<file path="config.mk">
export PLATFORM = sky130hd
export DESIGN_NAME = transpose_fifo_seq
export DESIGN_NICKNAME = d
export VERILOG_FILES = /design/src/rtl/transpose_fifo_seq.sv
export SDC_FILE = /design/constraint.sdc
export NUM_CORES = 1
export LEC_CHECK = 0
export CORE_MARGIN = 2
export CORE_UTILIZATION = 47
export CTS_CLUSTER_DIAMETER = 80
export DETAILED_ROUTE_END_ITERATION = 6
export PLACE_DENSITY = 0.86
export SETUP_SLACK_MARGIN = 0.2
export SYNTH_ARGS = -nofsm -noshare
export SYNTH_HDL_FRONTEND = slang
export SYNTH_SLANG_ARGS = --single-unit
</file>
<file path="constraint.sdc">
create_clock -name clk -period 2.4 [get_ports clk]
set_clock_uncertainty 0.05 [all_clocks]
set_input_delay 0.48 -clock clk [delete_from_list [all_inputs] [get_ports clk]]
set_output_delay 0.48 -clock clk [all_outputs]
set_load 0.01 [all_outputs]
</file>
<file path="src/rtl/transpose_fifo_seq.sv">
//==============================================================================
// transpose_fifo_seq: loads DIM rows into the transpose FIFOs, then issues
// skewed shift enables and keeps the systolic array running.  Rev 1.0
//==============================================================================
`default_nettype none

module transpose_fifo_seq #(
  parameter int DIM = 8,
  parameter int CW  = $clog2(3*DIM)
) (
  input  logic           clk,
  input  logic           rst_n,
  input  logic           start,
  input  logic           clear,
  input  logic           row_valid,
  output logic           row_ready,
  output logic [DIM-1:0] wr_en,
  output logic [DIM-1:0] shift_en,
  output logic           array_en,
  output logic           busy,
  output logic           done
);

  localparam int            RW       = $clog2(DIM);
  localparam logic [CW-1:0] C_LAST   = CW'(3*DIM-2);
  localparam logic [RW-1:0] ROW_LAST = RW'(DIM-1);

  typedef enum logic [1:0] {
    S_IDLE = 2'd0,
    S_LOAD = 2'd1,
    S_RUN  = 2'd2,
    S_DONE = 2'd3
  } state_t;

  state_t        state_q, state_d;
  logic [RW-1:0] row_cnt_q, row_cnt_d;
  logic [CW-1:0] c_q, c_d;

  always_ff @(posedge clk or negedge rst_n) begin
    if (!rst_n) begin
      state_q   <= S_IDLE;
      row_cnt_q <= '0;
      c_q       <= '0;
    end else begin
      state_q   <= state_d;
      row_cnt_q <= row_cnt_d;
      c_q       <= c_d;
    end
  end

  always_comb begin
    state_d   = state_q;
    row_cnt_d = row_cnt_q;
    c_d       = c_q;
    if (clear) begin
      state_d   = S_IDLE;
      row_cnt_d = '0;
      c_d       = '0;
    end else begin
      case (state_q)
        S_IDLE: begin
          if (start) begin
            state_d   = S_LOAD;
            row_cnt_d = '0;
          end
        end
        S_LOAD: begin
          if (row_valid) begin
            if (row_cnt_q == ROW_LAST) begin
              state_d   = S_RUN;
              row_cnt_d = '0;
              c_d       = '0;
            end else begin
              row_cnt_d = row_cnt_q + RW'(1);
            end
          end
        end
        S_RUN: begin
          // Run long enough for the last partial product to drain out of the array.
          if (c_q == C_LAST) begin
            state_d = S_DONE;
            c_d     = '0;
          end else begin
            c_d = c_q + CW'(1);
          end
        end
        S_DONE:  state_d = S_IDLE;
        default: state_d = S_IDLE;
      endcase
    end
  end

  always_comb begin
    row_ready = (state_q == S_LOAD);
    array_en  = (state_q == S_RUN);
    busy      = (state_q != S_IDLE);
    done      = (state_q == S_DONE);
    wr_en     = '0;
    if ((state_q == S_LOAD) && row_valid) begin
      wr_en[row_cnt_q] = 1'b1;
    end
  end

  // FIFO i joins the wavefront i cycles after FIFO 0 and shifts to the end of the run.
  genvar gi;
  generate
    for (gi = 0; gi < DIM; gi++) begin : g_shift
      assign shift_en[gi] = (state_q == S_RUN) && (c_q >= CW'(gi));
    end
  endgenerate

endmodule

`default_nettype wire

</file>
### After elaboration in Yosys (flattened, before gate mapping)

Index checks and enable logic that the tools add are counted.

| storage, ports and cells | value |
|---|---|
| word-level logic and storage cells | 60 |
| output and inout port bits | 20 |
| register bits after elaboration | 10 |
| input bits | 5 |

| operators by class | value |
|---|---|
| $add $sub $neg | 2 |
| order comparisons | 10 |
| equality and inequality tests | 9 |
| multiplexer cells | 19 |
| reductions and logical operators | 17 |

Operators with widths:

| cell | count |
|---|---|
| greater-or-equal comparator 5 x 3 -> 1 bit (second input constant) | 4 |
| 2-to-1 mux 5 bit | 4 |
| 2-to-1 mux 3 bit | 4 |
| greater-or-equal comparator 5 x 1 -> 1 bit (second input constant) | 2 |
| greater-or-equal comparator 5 x 2 -> 1 bit (second input constant) | 2 |
| logical AND 1 bit | 10 |
| 2-to-1 mux 2 bit | 5 |
| case mux 5 bit (2 select lines) | 1 |
| 2-to-1 mux 8 bit | 1 |
| case mux 2 bit (4 select lines) | 1 |
| inequality test 3 x 2 -> 1 bit (second input constant) | 2 |
| inequality test 3 bit (second input constant) | 2 |
| case mux 3 bit (2 select lines) | 1 |
| AND reduction 3 bit | 2 |
| nonzero test 3 bit | 2 |
| adder 5 x 1 -> 5 bit (second input constant) | 1 |
| == test 5 bit (second input constant) | 1 |
| == test 2 bit (second input constant) | 2 |
| less-than comparator 3 x 4 -> 1 bit (second input constant) | 1 |
| AND reduction 4 bit | 1 |
| adder 3 x 1 -> 3 bit (second input constant) | 1 |
| demux 1 bit (select 3 bit) | 1 |
| == test 3 bit (second input constant) | 1 |
| greater-or-equal comparator 3 x 1 -> 1 bit (second input constant) | 1 |
| 4 further kinds | 4 |

### Longest topological paths before layout

| logic depth | value |
|---|---|
| depth after elaboration | 5 |
| gate-level depth with buffers | 6 |
| mapped depth without buffers | 5 |

### Worst setup path before layout

Ideal clock, no wire load.

| timing path | value |
|---|---|
| kind | register to output |
| start | register state_q[1] |
| end | output port wr_en[0] |
| path buffers | 0 |
| data arrival time | 1.383 ns |
| stages on the path, launching flop included | 5 |
| data required time | 1.870 ns |
| path slack | 0.487 ns |
| path through | dfrtp_1 inv_1 ha_1 or3b_2 nor2_1 |

| between the ends | value |
|---|---|
| word-level cells in the longest chain between the ends | 3 |

Ends and longest elaborated chain:

| item | RTL line | source |
|---|---|---|
| start: declaration | 35 | `state_t state_q, state_d;` |
| start signal: assignment | 45 | `state_q <= state_d;` |
| == test 2 x 1 -> 1 bit | 99 | `if ((state_q == S_LOAD) && row_valid) begin` |
| logical AND 1 bit | 99 |  |
| 2-to-1 mux 8 bit | 99 |  |
| end: declaration | 17 | `output logic [DIM-1:0] wr_en,` |

Every way passes these cells.

### Worst setup path in the final report

Same ends and word-level chain as after synthesis.

==> metrics.cfg <==
[global_route]
grt_usage_pct=22.4
grt_pass1_vias=839
gr-total-overflow=0
grt_pass1_wl_um=3630
antenna_found_initial=0
grt_max_degree=11

[detailed_routing]
dr.pass1.iters=4
wl_per_cell_um=14.1
drc=0
drt.antenna.violating_nets=0
drt_wl_total_um=2270
vias=882
routed_via_density=5.48
drt_iter0_drc=17

[finish]
insertedDiodeCount=0
final_nets=150
final_area_um2=1270
area_delta_synth_final_pct=37.8
final_layout_size_suffix_gt1_share_pct=23.9
fin_cells=161

[synthesis]
synth_top_area_share_pct=27.2
ys_warn_count=0
synth.distinct_cells=35
synth_top_family_by_area=simple AND/OR/NAND/NOR gates
synthSimpleGateAreaFrac_pct=29.2
synth-edff-count=0
synth_top_flop_cell=dfrtp_1
ys_seq_area_share_pct=27.2
synthAdderAreaFrac_pct=13.6
muxShareOfSynthArea_pct=4.76
synth.area.top_cells=dfrtp_1 27%, ha_1 14%, a21boi_0 4.1%
ys_seq_elements=10
syn_nets=116
synth_xor_area_share_pct=0
synthCells=101
yosysTopAreaCell=dfrtp_1
netlist_area_um2=921
synth-async-reset-ratio_pct=100
syn_area_per_cell_um2=9.12
synth-compound-area-share_pct=19.0

[die]
core-area_um2=1900
placementRows=16
dieHeight_um=48.3
initial_core_util_pct=48.4
die_w_um=48.3
die_area_um2=2330
io_pins=25

[sta]
fmax_mhz=466
setup_viol=0
fin_crit_ns=2.14
tightest_slew_ns=0.492
slew_violations=0
setup_tns_ns=0
timing.final.ws_setup_ns=0.256
hold_viol=0
finalHoldWorstSlack_ns=0.480
rsz0062_at_grt=true
relSlewSlack_pct=67.1
min_period_over_period_pct=89.3

[clock_network]
clk_path_buf_depth=2
cts_root_buffer=clkbuf_4
h-tree-depth=1
clkTransAtPathRegs_ns=0.07
cts_num_sinks=10
ctsHoldBuffers=0
cts_tree=built
numCtsBuffers=3
clock_latency_ns=0.28

[setup_path]
cp-start-kind=flop
required_ns=1.87
path_class=reg2out
r2r_slack_ns=0.56
timing.rr.end=row_cnt_q[0]
endpoint_kind=primary output
reg2reg_depth=6
cp.arrival_ns=1.61
r2r-start=state_q[0]
worstPathMaxFanout=2

[min_path]
hp-class=in2async

[placement]
port-buffer-count=24
placed_area_um2=1220
placed_cells=155
place.gp.congestion=0.801
hpwl_um=1730
dp_slack_ns=-0.0189

[power_and_ir_drop]
p_leak_nw=0.613
ir_worst_vdd_mv=0.592
p_per_area_nw_per_um2=706

[outcome]
outcome=finished, final reports clean

[job]
maxCapViolations=0

## area by class of cell
cell class | count | area, um2
Fill cell | 162 | 633
Timing Repair Buffer | 32 | 260
Tap cell | 27 | 33.8
Multi-Input combinational cell | 78 | 649
Sequential cell | 10 | 251
Clock buffer | 4 | 36.3
Inverter | 10 | 37.5
## cell usage in the layout (no fill, tap or decap), types with 4 or more instances in the layout
master / n
ha_1: 7
dfrtp_1: 9
nor2_1: 8
dlygate4sd2_1: 12
inv_1: 9
clkdlybuf4s50_1: 6
clkbuf_2: 4
a21boi_0: 5
buf_4: 8
nand2b_1: 5
nand2_1: 4
o211ai_1: 4
nand3_1: 6
## worst max-delay path, stage by stage, from the launching register on
cell and delay (ns):
dfrtp_1 0.38, inv_1 0.07, ha_1 0.16, or3b_2 0.46
nor2_1 0.12, clkbuf_2 0.15
## cell usage after synthesis (2+ instances only)
master,count
a2111o_1,2
a21boi_0,5
a21oi_1,2
buf_4,2
dfrtp_1,10
ha_1,10
inv_1,10
mux2_1,3
nand2_1,4
nand2b_1,5
nand3_1,6
nand4_1,2
nor2_1,8
nor2b_1,2
nor3_1,6
o211ai_1,4
o311ai_1,2
## flip-flops by register name, indices dropped and copies added, names as in the netlist
register	flops
row_cnt_q	3
state_q	2
c_q	5
## report_power, final
group	total (W)	leakage, nW	switching [W]	internal, W
logic	0.000517	0.455	0.000265	0.000251
registers	0.000221	0.136	0.0000258	0.000195
clock network	0.000158	0.0210	0.0000654	0.0000923
total	0.000895	0.613	0.000356	0.000539
## worst max path at each step
| stage | slack [ns] | endpoint | start | cells after the start |
|---|---|---|---|---|
| 2_1_floorplan | 0.49 | wr_en[0] | state_q[1] | 4 |
| 3_3_place_gp | 0.06 | wr_en[2] | row_valid | 4 |
| 3_5_place_dp | -0.02 | wr_en[1] | row_valid | 4 |
| 4_1_cts | 0.10 | wr_en[0] | state_q[1] | 5 |
| 5_1_grt | 0.13 | wr_en[0] | state_q[1] | 5 |
| 6_report | 0.26 | wr_en[0] | state_q[1] | 5 |
## stage by stage
step	total power [W]	utilization, %
floorplan	0.000534	-
global placement	0.000712	64.1
detailed placement	0.000731	64.1
CTS	0.000896	66.8
global route	0.000960	66.7
finish	0.000895	66.7
## logic make-up (layout without fill, tap and decap cells)
family | after synthesis | after routing
and+or+nand+nor | 42 | 42
AOI/OAI and AO/OA | 22 | 22
buffers and inverters | 13 | 46
adders and majority gates | 10 | 10
DFF | 10 | 10
muxes | 4 | 4
## routing by layer
| layer | GRT usage (%) | vias up | wire, um |
|---|---|---|---|
| met5 | 0 | - | 0 |
| met4 | 6.49 | 0 | 40 |
| met3 | 3.70 | 4 | 77 |
| met2 | 43.2 | 29 | 1230 |
| met1 | 24.7 | 414 | 924 |
| li1 | - | 435 | - |
## repair_timing
item / CTS / global route
buffers inserted: 2 / 0
gates resized for setup: 28 / 14
endpoints found under the setup margin: 18 / 6
(Power assumes the default switching activity.)
